File: src/rtl/cipher_pkg.sv
// Shared mode encodings and word transforms for the stream cipher pipeline.
// Transforms take a run-time width so one package serves every WIDTH instance.
package cipher_pkg;

    localparam logic MODE_DEC = 1'b0;
    localparam logic MODE_ENC = 1'b1;

    localparam int unsigned MAX_W = 64;
    typedef logic [MAX_W-1:0] word_t;

    // Odd slot k takes slot (k-1 mod n); even bits pass through untouched.
    function automatic word_t odd_rot_dec(word_t w, int unsigned width);
        word_t       r;
        int unsigned n;
        logic [5:0]  dst;
        logic [5:0]  src;
        r = w;
        n = width / 2;
        for (int unsigned k = 0; k < MAX_W / 2; k++) begin
            if (k < n) begin
                dst    = 6'(2 * k + 1);
                src    = 6'(2 * ((k + n - 1) % n) + 1);
                r[dst] = w[src];
            end
        end
        return r;
    endfunction

    // Inverse of odd_rot_dec: odd slot k takes slot (k+1 mod n).
    function automatic word_t odd_rot_enc(word_t w, int unsigned width);
        word_t       r;
        int unsigned n;
        logic [5:0]  dst;
        logic [5:0]  src;
        r = w;
        n = width / 2;
        for (int unsigned k = 0; k < MAX_W / 2; k++) begin
            if (k < n) begin
                dst    = 6'(2 * k + 1);
                src    = 6'(2 * ((k + 1) % n) + 1);
                r[dst] = w[src];
            end
        end
        return r;
    endfunction

    function automatic word_t even_invert(word_t w, int unsigned width);
        word_t      r;
        logic [5:0] idx;
        r = w;
        for (int unsigned i = 0; i < MAX_W; i += 2) begin
            if (i < width) begin
                idx    = 6'(i);
                r[idx] = ~w[idx];
            end
        end
        return r;
    endfunction

endpackage

File: src/rtl/odd_slot_rotate.sv
// Combinational rotation of the odd-bit slots of a word; DIR picks the direction.
module odd_slot_rotate
    import cipher_pkg::*;
#(
    parameter int unsigned WIDTH = 7,
    parameter logic        DIR   = MODE_DEC
) (
    input  logic [WIDTH-1:0] word,
    output logic [WIDTH-1:0] rotated
);

    word_t padded;
    assign padded = word_t'(word);

    if (DIR == MODE_DEC) begin : g_dec
        assign rotated = WIDTH'(odd_rot_dec(padded, WIDTH));
    end else begin : g_enc
        assign rotated = WIDTH'(odd_rot_enc(padded, WIDTH));
    end

endmodule

File: src/rtl/stream_cipher_pipe.sv
// Two-stage valid/ready cipher pipeline: per-word encrypt/decrypt with a loadable,
// optionally rolling key and a completed-word counter.
module stream_cipher_pipe
    import cipher_pkg::*;
#(
    parameter int unsigned WIDTH   = 7,
    parameter int unsigned ROLL_EN = 0,
    parameter int unsigned COUNT_W = 16
) (
    input  logic               clk,
    input  logic               rst_n,
    input  logic               key_load,
    input  logic [WIDTH-1:0]   key_in,
    output logic               key_valid,
    input  logic               in_valid,
    output logic               in_ready,
    input  logic [WIDTH-1:0]   in_data,
    input  logic               in_mode,
    output logic               out_valid,
    input  logic               out_ready,
    output logic [WIDTH-1:0]   out_data,
    output logic               out_mode,
    output logic [COUNT_W-1:0] word_count
);

    logic [WIDTH-1:0]   key_q;
    logic               key_valid_q;
    logic               s1_valid_q;
    logic               s1_mode_q;
    logic [WIDTH-1:0]   s1_data_q;
    logic [WIDTH-1:0]   s1_key_q;
    logic               out_valid_q;
    logic               out_mode_q;
    logic [WIDTH-1:0]   out_data_q;
    logic [COUNT_W-1:0] count_q;

    logic             out_adv;
    logic             s1_adv;
    logic             ready;
    logic             accept;
    logic             xfer;
    logic [WIDTH-1:0] enc_perm;
    logic [WIDTH-1:0] dec_perm;
    logic [WIDTH-1:0] s1_next;
    logic [WIDTH-1:0] out_next;
    logic [WIDTH-1:0] key_rolled;

    odd_slot_rotate #(
        .WIDTH (WIDTH),
        .DIR   (MODE_ENC)
    ) u_rot_enc (
        .word    (in_data),
        .rotated (enc_perm)
    );

    odd_slot_rotate #(
        .WIDTH (WIDTH),
        .DIR   (MODE_DEC)
    ) u_rot_dec (
        .word    (s1_data_q),
        .rotated (dec_perm)
    );

    always_comb begin
        out_adv    = !out_valid_q || out_ready;
        s1_adv     = !s1_valid_q || out_adv;
        ready      = key_valid_q && !key_load && s1_adv;
        accept     = in_valid && ready;
        xfer       = out_valid_q && out_ready;
        key_rolled = {key_q[WIDTH-2:0], key_q[WIDTH-1]};
        // Encrypt does its keyless half first so the key XOR can land in stage 2.
        if (in_mode == MODE_ENC) begin
            s1_next = WIDTH'(even_invert(word_t'(enc_perm), WIDTH));
        end else begin
            s1_next = in_data ^ key_q;
        end
        if (s1_mode_q == MODE_ENC) begin
            out_next = s1_data_q ^ s1_key_q;
        end else begin
            out_next = WIDTH'(even_invert(word_t'(dec_perm), WIDTH));
        end
    end

    always_ff @(posedge clk or negedge rst_n) begin
        if (!rst_n) begin
            key_q       <= '0;
            key_valid_q <= 1'b0;
        end else if (key_load) begin
            key_q       <= key_in;
            key_valid_q <= 1'b1;
        end else if (ROLL_EN != 0 && accept) begin
            key_q <= key_rolled;
        end
    end

    always_ff @(posedge clk or negedge rst_n) begin
        if (!rst_n) begin
            s1_valid_q <= 1'b0;
            s1_mode_q  <= MODE_DEC;
            s1_data_q  <= '0;
            s1_key_q   <= '0;
        end else if (s1_adv) begin
            s1_valid_q <= accept;
            if (accept) begin
                s1_mode_q <= in_mode;
                s1_data_q <= s1_next;
                s1_key_q  <= key_q;
            end
        end
    end

    always_ff @(posedge clk or negedge rst_n) begin
        if (!rst_n) begin
            out_valid_q <= 1'b0;
            out_mode_q  <= MODE_DEC;
            out_data_q  <= '0;
        end else if (out_adv) begin
            out_valid_q <= s1_valid_q;
            if (s1_valid_q) begin
                out_mode_q <= s1_mode_q;
                out_data_q <= out_next;
            end
        end
    end

    always_ff @(posedge clk or negedge rst_n) begin
        if (!rst_n) begin
            count_q <= '0;
        end else if (xfer) begin
            count_q <= count_q + COUNT_W'(1);
        end
    end

    assign key_valid  = key_valid_q;
    assign in_ready   = ready;
    assign out_valid  = out_valid_q;
    assign out_data   = out_data_q;
    assign out_mode   = out_mode_q;
    assign word_count = count_q;

endmodule

File: config.mk
export PLATFORM = sky130hd
export DESIGN_NAME = stream_cipher_pipe
export DESIGN_NICKNAME = d
export VERILOG_FILES = /design/src/rtl/cipher_pkg.sv /design/src/rtl/odd_slot_rotate.sv /design/src/rtl/stream_cipher_pipe.sv
export SDC_FILE = /design/constraint.sdc
export NUM_CORES = 1
export LEC_CHECK = 0
export CAP_MARGIN = 10
export CELL_PAD_IN_SITES_DETAIL_PLACEMENT = 1
export CELL_PAD_IN_SITES_GLOBAL_PLACEMENT = 2
export CORE_UTILIZATION = 35
export CTS_CLUSTER_DIAMETER = 30
export DETAILED_ROUTE_END_ITERATION = 7
export PLACE_DENSITY_LB_ADDON = 0.1
export SKIP_LAST_GASP = 1
export SYNTH_ARGS = -nofsm -noshare
export SYNTH_HDL_FRONTEND = slang
export SYNTH_SLANG_ARGS = --single-unit
File: constraint.sdc
create_clock -name clk -period 4.1 [get_ports clk]
set_clock_uncertainty 0.2 [all_clocks]
set_input_delay 0.41 -clock clk [delete_from_list [all_inputs] [get_ports clk]]
set_output_delay 0.41 -clock clk [all_outputs]
set_load 0.02 [all_outputs]
# Word level (Yosys, flattened, before mapping)
# Index checks and enable logic that the tools add are counted.
# Widths: inputs -> output; s select.
op_classes:
  add_sub_neg: 1
  n_mul: 0
  div: 0
  order_cmp: 0
  eq_ne: 0
  n_shift: 0
  mux: 2
  bitwise: 10
  n_reduce_logical: 11
op_table:
  columns: ["cell", "n"]
  rows:
  - ["$add 16x1->16 const B", 1]
  - ["$mux 7", 2]
  - ["$xor 7x7->7", 2]
  - ["$not 1->1", 8]
  - ["$logic_and 1x1->1", 4]
  - ["$reduce_and 2->1", 2]
  - ["$logic_not 1->1", 3]
  - ["$logic_or 1x1->1", 2]
totals:
  reg_bits: 49
  latchBits: 0
  ram_bits: 0
  rom_bits: 0
  inputBits: 20
  out_inout_bits: 27
  elab_cells: 34
  memories: 0

# Depth between registers and ports, before layout
logic_depth:
  word_depth: 6
  ltp_mapped: 5
  mapped_depth_nobuf: 5

# Cells and area by module
# Synthesis repeated with hierarchy kept, for this count alone.
unflattened:
  cells_unflattened: 207
  area_unflattened_um2: 2273.4
modules_own_cells:
  columns: ["mod", "instances", "cells_each", "area_per_inst_um2", "seq_area_each_um2"]
  rows:
  - ["stream_cipher_pipe", 1, 193, 2168.3, 1226.2]
  - ["odd_slot_rotate", 2, 7, 52.6, 0.0]

# Worst setup path after synthesis
# No wires, ideal clock.
synth_path:
  path_kind: "register -> register"
  from: "register count_q[0] (netlist: word_count[0])"
  to: "register count_q[12] (netlist: word_count[12])"
  setup_ns: 0.130
  t_arrival_ns: 1.261
  required_time_ns: 3.770
  setup_slack_ns: 2.508
  stages_incl_launch_ff: 6
  n_path_buf: 0
  period_less_slack_ns: 1.592
  cell_sequence: "dfrtp_1 > ha_1 > nand3_1 > nor2_1 > nand3_1 > xnor2_1"
synth_between:
  elab_chain_len: 1
synth_lines:
  columns: ["item", "line_no", "rtl"]
  rows:
  - ["start, declared", "stream_cipher_pipe.sv:35", "logic [COUNT_W-1:0] count_q;"]
  - ["start signal, assigned", "stream_cipher_pipe.sv:130", "count_q <= count_q + COUNT_W'(1);"]
  - ["$add 16x1->16", "stream_cipher_pipe.sv:130", null]
# No other way between the ends.
# A chain may end at the register's enable or synchronous reset.

# Worst setup path after layout
layout_path:
  from: "input key_load"
  to: "output in_ready"
layout_between:
  elab_chain_len: 3
layout_lines:
  columns: ["item", "line_no", "rtl"]
  rows:
  - ["start, declared", "stream_cipher_pipe.sv:12", "input logic key_load,"]
  - ["$logic_not 1->1", "stream_cipher_pipe.sv:67", "ready = key_valid_q && !key_load && s1_adv;"]
  - ["$logic_and 1x1->1 (2 in series)", "stream_cipher_pipe.sv:67", null]
  - ["end, declared", "stream_cipher_pipe.sv:16", "output logic in_ready,"]
# No other way between the ends.

==> metrics.md <==
| Metric | Value |
|---|---|
| Post-synth top area share | `between 50% and 60%` |
| Worst EP required | `3.49 ns` |
| Commonest non-fill, non-tap cell in the layout | `dfrtp_1` |
| H-Tree Depth | `2` |
| Share of layout cells above drive strength 1 | `about an eighth` |
| IO Port Bufs | `46` |
| Yosys cell types | `23` |
| Critical path launch point type | `input pin` |
| Global route overflow | `0` |
| Fill count | `634` |
| Setup slack, reg-to-reg | `2.41 ns` |
| Largest net degree at the start of global routing | `50` |
| Delay of the slowest critical-path stage | `0.64 ns` |
| Antenna Nets Post-Route | `0` |
| CP arrival | `1.94 ns` |
| Avg Synthesized Cell Area | `11.6 µm²` |
| Seq/Total Area, Yosys | `57.4%` |
| Run status | `finished, final reports clean` |
| Worst slew margin | `70.3%` |
| First-pass DRT Iterations | `4` |
| Hold Worst Slack | `0.286 ns` |
| Fmax | `392 MHz` |
| Gr usage total | `15.5%` |
| Max-cap violations | `0` |
| Synth Warn # | `0` |
| Pwr Density | `478 mW/mm²` |
| Ranking of synthesized cells by area | `dfrtp_1, xnor2_1, mux2_2, nand2_1, o21ai_0` |
| Post-CTS Resized | `0` |
| CP dominant cell by count | `clkdlybuf4s50_1` |
| Max rail drop VDD | `0.000186 V` |
| Diodes inserted | `0` |
| Die Height | `80.1 µm` |
| Final WL | `about 4300 µm` |
| Final layout net count | `roughly 250` |
| Final instance area | `roughly 0.0028 mm²` |
| DRC | `0` |
| Finished Layout Cells | `between 300 and 400` |
| P_leak | `roughly 1.2 nW` |
| Cell Area, Placed | `between 0.002 and 0.003 mm²` |
| Worst slew pin tran | `around 0.44 ns` |
| Iter 0 DRT Violations | `29` |
| Delay-heaviest family, CP | `buffers and inverters` |
| RSZ-0062 raised after global routing | `no` |
| Initial antenna violation count | `0` |
| Synthesized instance count | `184` |
| Area growth, synth to finish | `30.0%` |
| Clock slew at reported path FFs | `0.10 ns` |
| Syn nets | `a little over 200` |
| Clock tree from TritonCTS | `built` |
| Number of setup violations in the final report | `0` |
| Final Hold Viols | `0` |
| Crit. End Element | `output pin` |
| Mapped Area | `0.00214 mm²` |
| Post-DP HPWL | `approximately 3200 µm` |
| Bufs on Longest Clock Path | `2` |
| Vias in the first global route | `1545` |
| Post-DR vias/cell | `4.75` |
| Post-synth top area cell | `dfrtp_1` |
| Die area | `0.00642 mm²` |
| Final Cycle Share | `62.3%` |
| CTS Hold Bufs | `0` |
| CTS buffer count | `5` |
| Width of the die | `80.1 µm` |
| Post-placement cell count | `~300` |
| Most frequent cells in the layout | `dfrtp_1, clkdlybuf4s50_1, nand2_1` |
| WL/cell | `13.8 µm` |
| Routed vias | `1468` |
| Slew Limit Fails | `0` |
| Worst-path fanout max | `10` |
| WP buf/inv | `2` |
| Tmin final | `2.55 ns` |
| Hold WC Path Type | `reg2reg` |
| Clock sinks | `49` |
| Postcts setup bufs | `0` |
| Critical path class | `in2out` |
| Core footprint | `a little under 0.006 mm²` |
| Setup TNS | `0 ns` |
| Row cnt | `28` |
| Clock latency on the worst-skew pair | `0.30 ns` |
| Crit path cell chain | `clkdlybuf4s50_1 > and3b_1 > clkdlybuf4s50_1` |
| Starting Density | `36.1%` |
| First-pass GRT wire length | `7490 µm` |
| CP max stage cell | `clkdlybuf4s50_1` |
| Top-Level Pins | `47` |
| CTS root buf | `clkbuf_8` |
| Synth Register Bits | `approximately 50` |
| GP Congestion | `0.732` |
## final cells by class
type	count	area (µm²)	area share (%)
clock buffer	5	68.8	2.48
clock inverter	3	25.0	0.901
multi-input combinational	129	878	31.6
sequential	49	1230	44.1
tap	75	93.8	3.38
timing repair buffer	48	485	17.5
## kinds of logic after synthesis
logic type / after synthesis / synth area share (%)
compound gates: 20 / 4.68
simple gates: 62 / 15.0
xor+xnor: 29 / 11.9
mux: 17 / 8.96
buf+inv: 6 / 1.52
fa+ha+maj: 1 / 0.585
flops: 49 / 57.4
## Yosys cell counts (all sizes together)
master,count
nor2,10
nor3,3
nor4,1
clkbuf,3
xor2,8
nand3,5
buf,3
dfrtp,49
ha,1
nand4,2
nand2b,6
nand2,29
xnor2,21
nand3b,1
nand4b,1
and3,2
a21oi,3
o21ai,17
and3b,1
or2,1
mux2,17
## where the power goes
group          internal [mW]  switching (mW)  leakage (nW)
Sequential             0.574          0.0793         0.610
Combinational          0.198           0.181         0.520
Clock                  0.123           0.172        0.0447
## metrics by stage
stage / util [%] / total power, mW / setup slack, ns
finish: 46.9 / 1.33 / 1.55
global route: 46.9 / 1.42 / 1.49
CTS: 46.4 / 1.35 / 1.53
detailed placement: 44.8 / 1.05 / 1.53
global placement: 44.8 / 1.03 / 1.57
floorplan: - / 0.862 / 2.51
## registers in the layout (all words and copies together) (netlist names), 7 cells and up
name,cells
word_count,16
key_q,7
out_data,7
s1_data_q,7
s1_key_q,7
## routing by layer
layer | part of all wire (%) | up-vias | global-route usage [%]
met5 | 0 | - | 0
li1 | - | 708 | -
met1 | 45 | 723 | 18.9
met4 | 1.0 | 0 | 5.71
met3 | 3.4 | 5 | 4.20
met2 | 51 | 32 | 26.1
## final timing paths
check,cells after the start,from,endpoint
max,3,key_load,in_ready
min,1,word_count[15],word_count[15]
max reg2reg,5,word_count[0],word_count[12]
min reg2reg,1,word_count[15],word_count[15]
max in group asynchronous,3,rst_n,out_data[0]
min in group asynchronous,2,rst_n,word_count[2]
(Power assumes the default switching activity.)
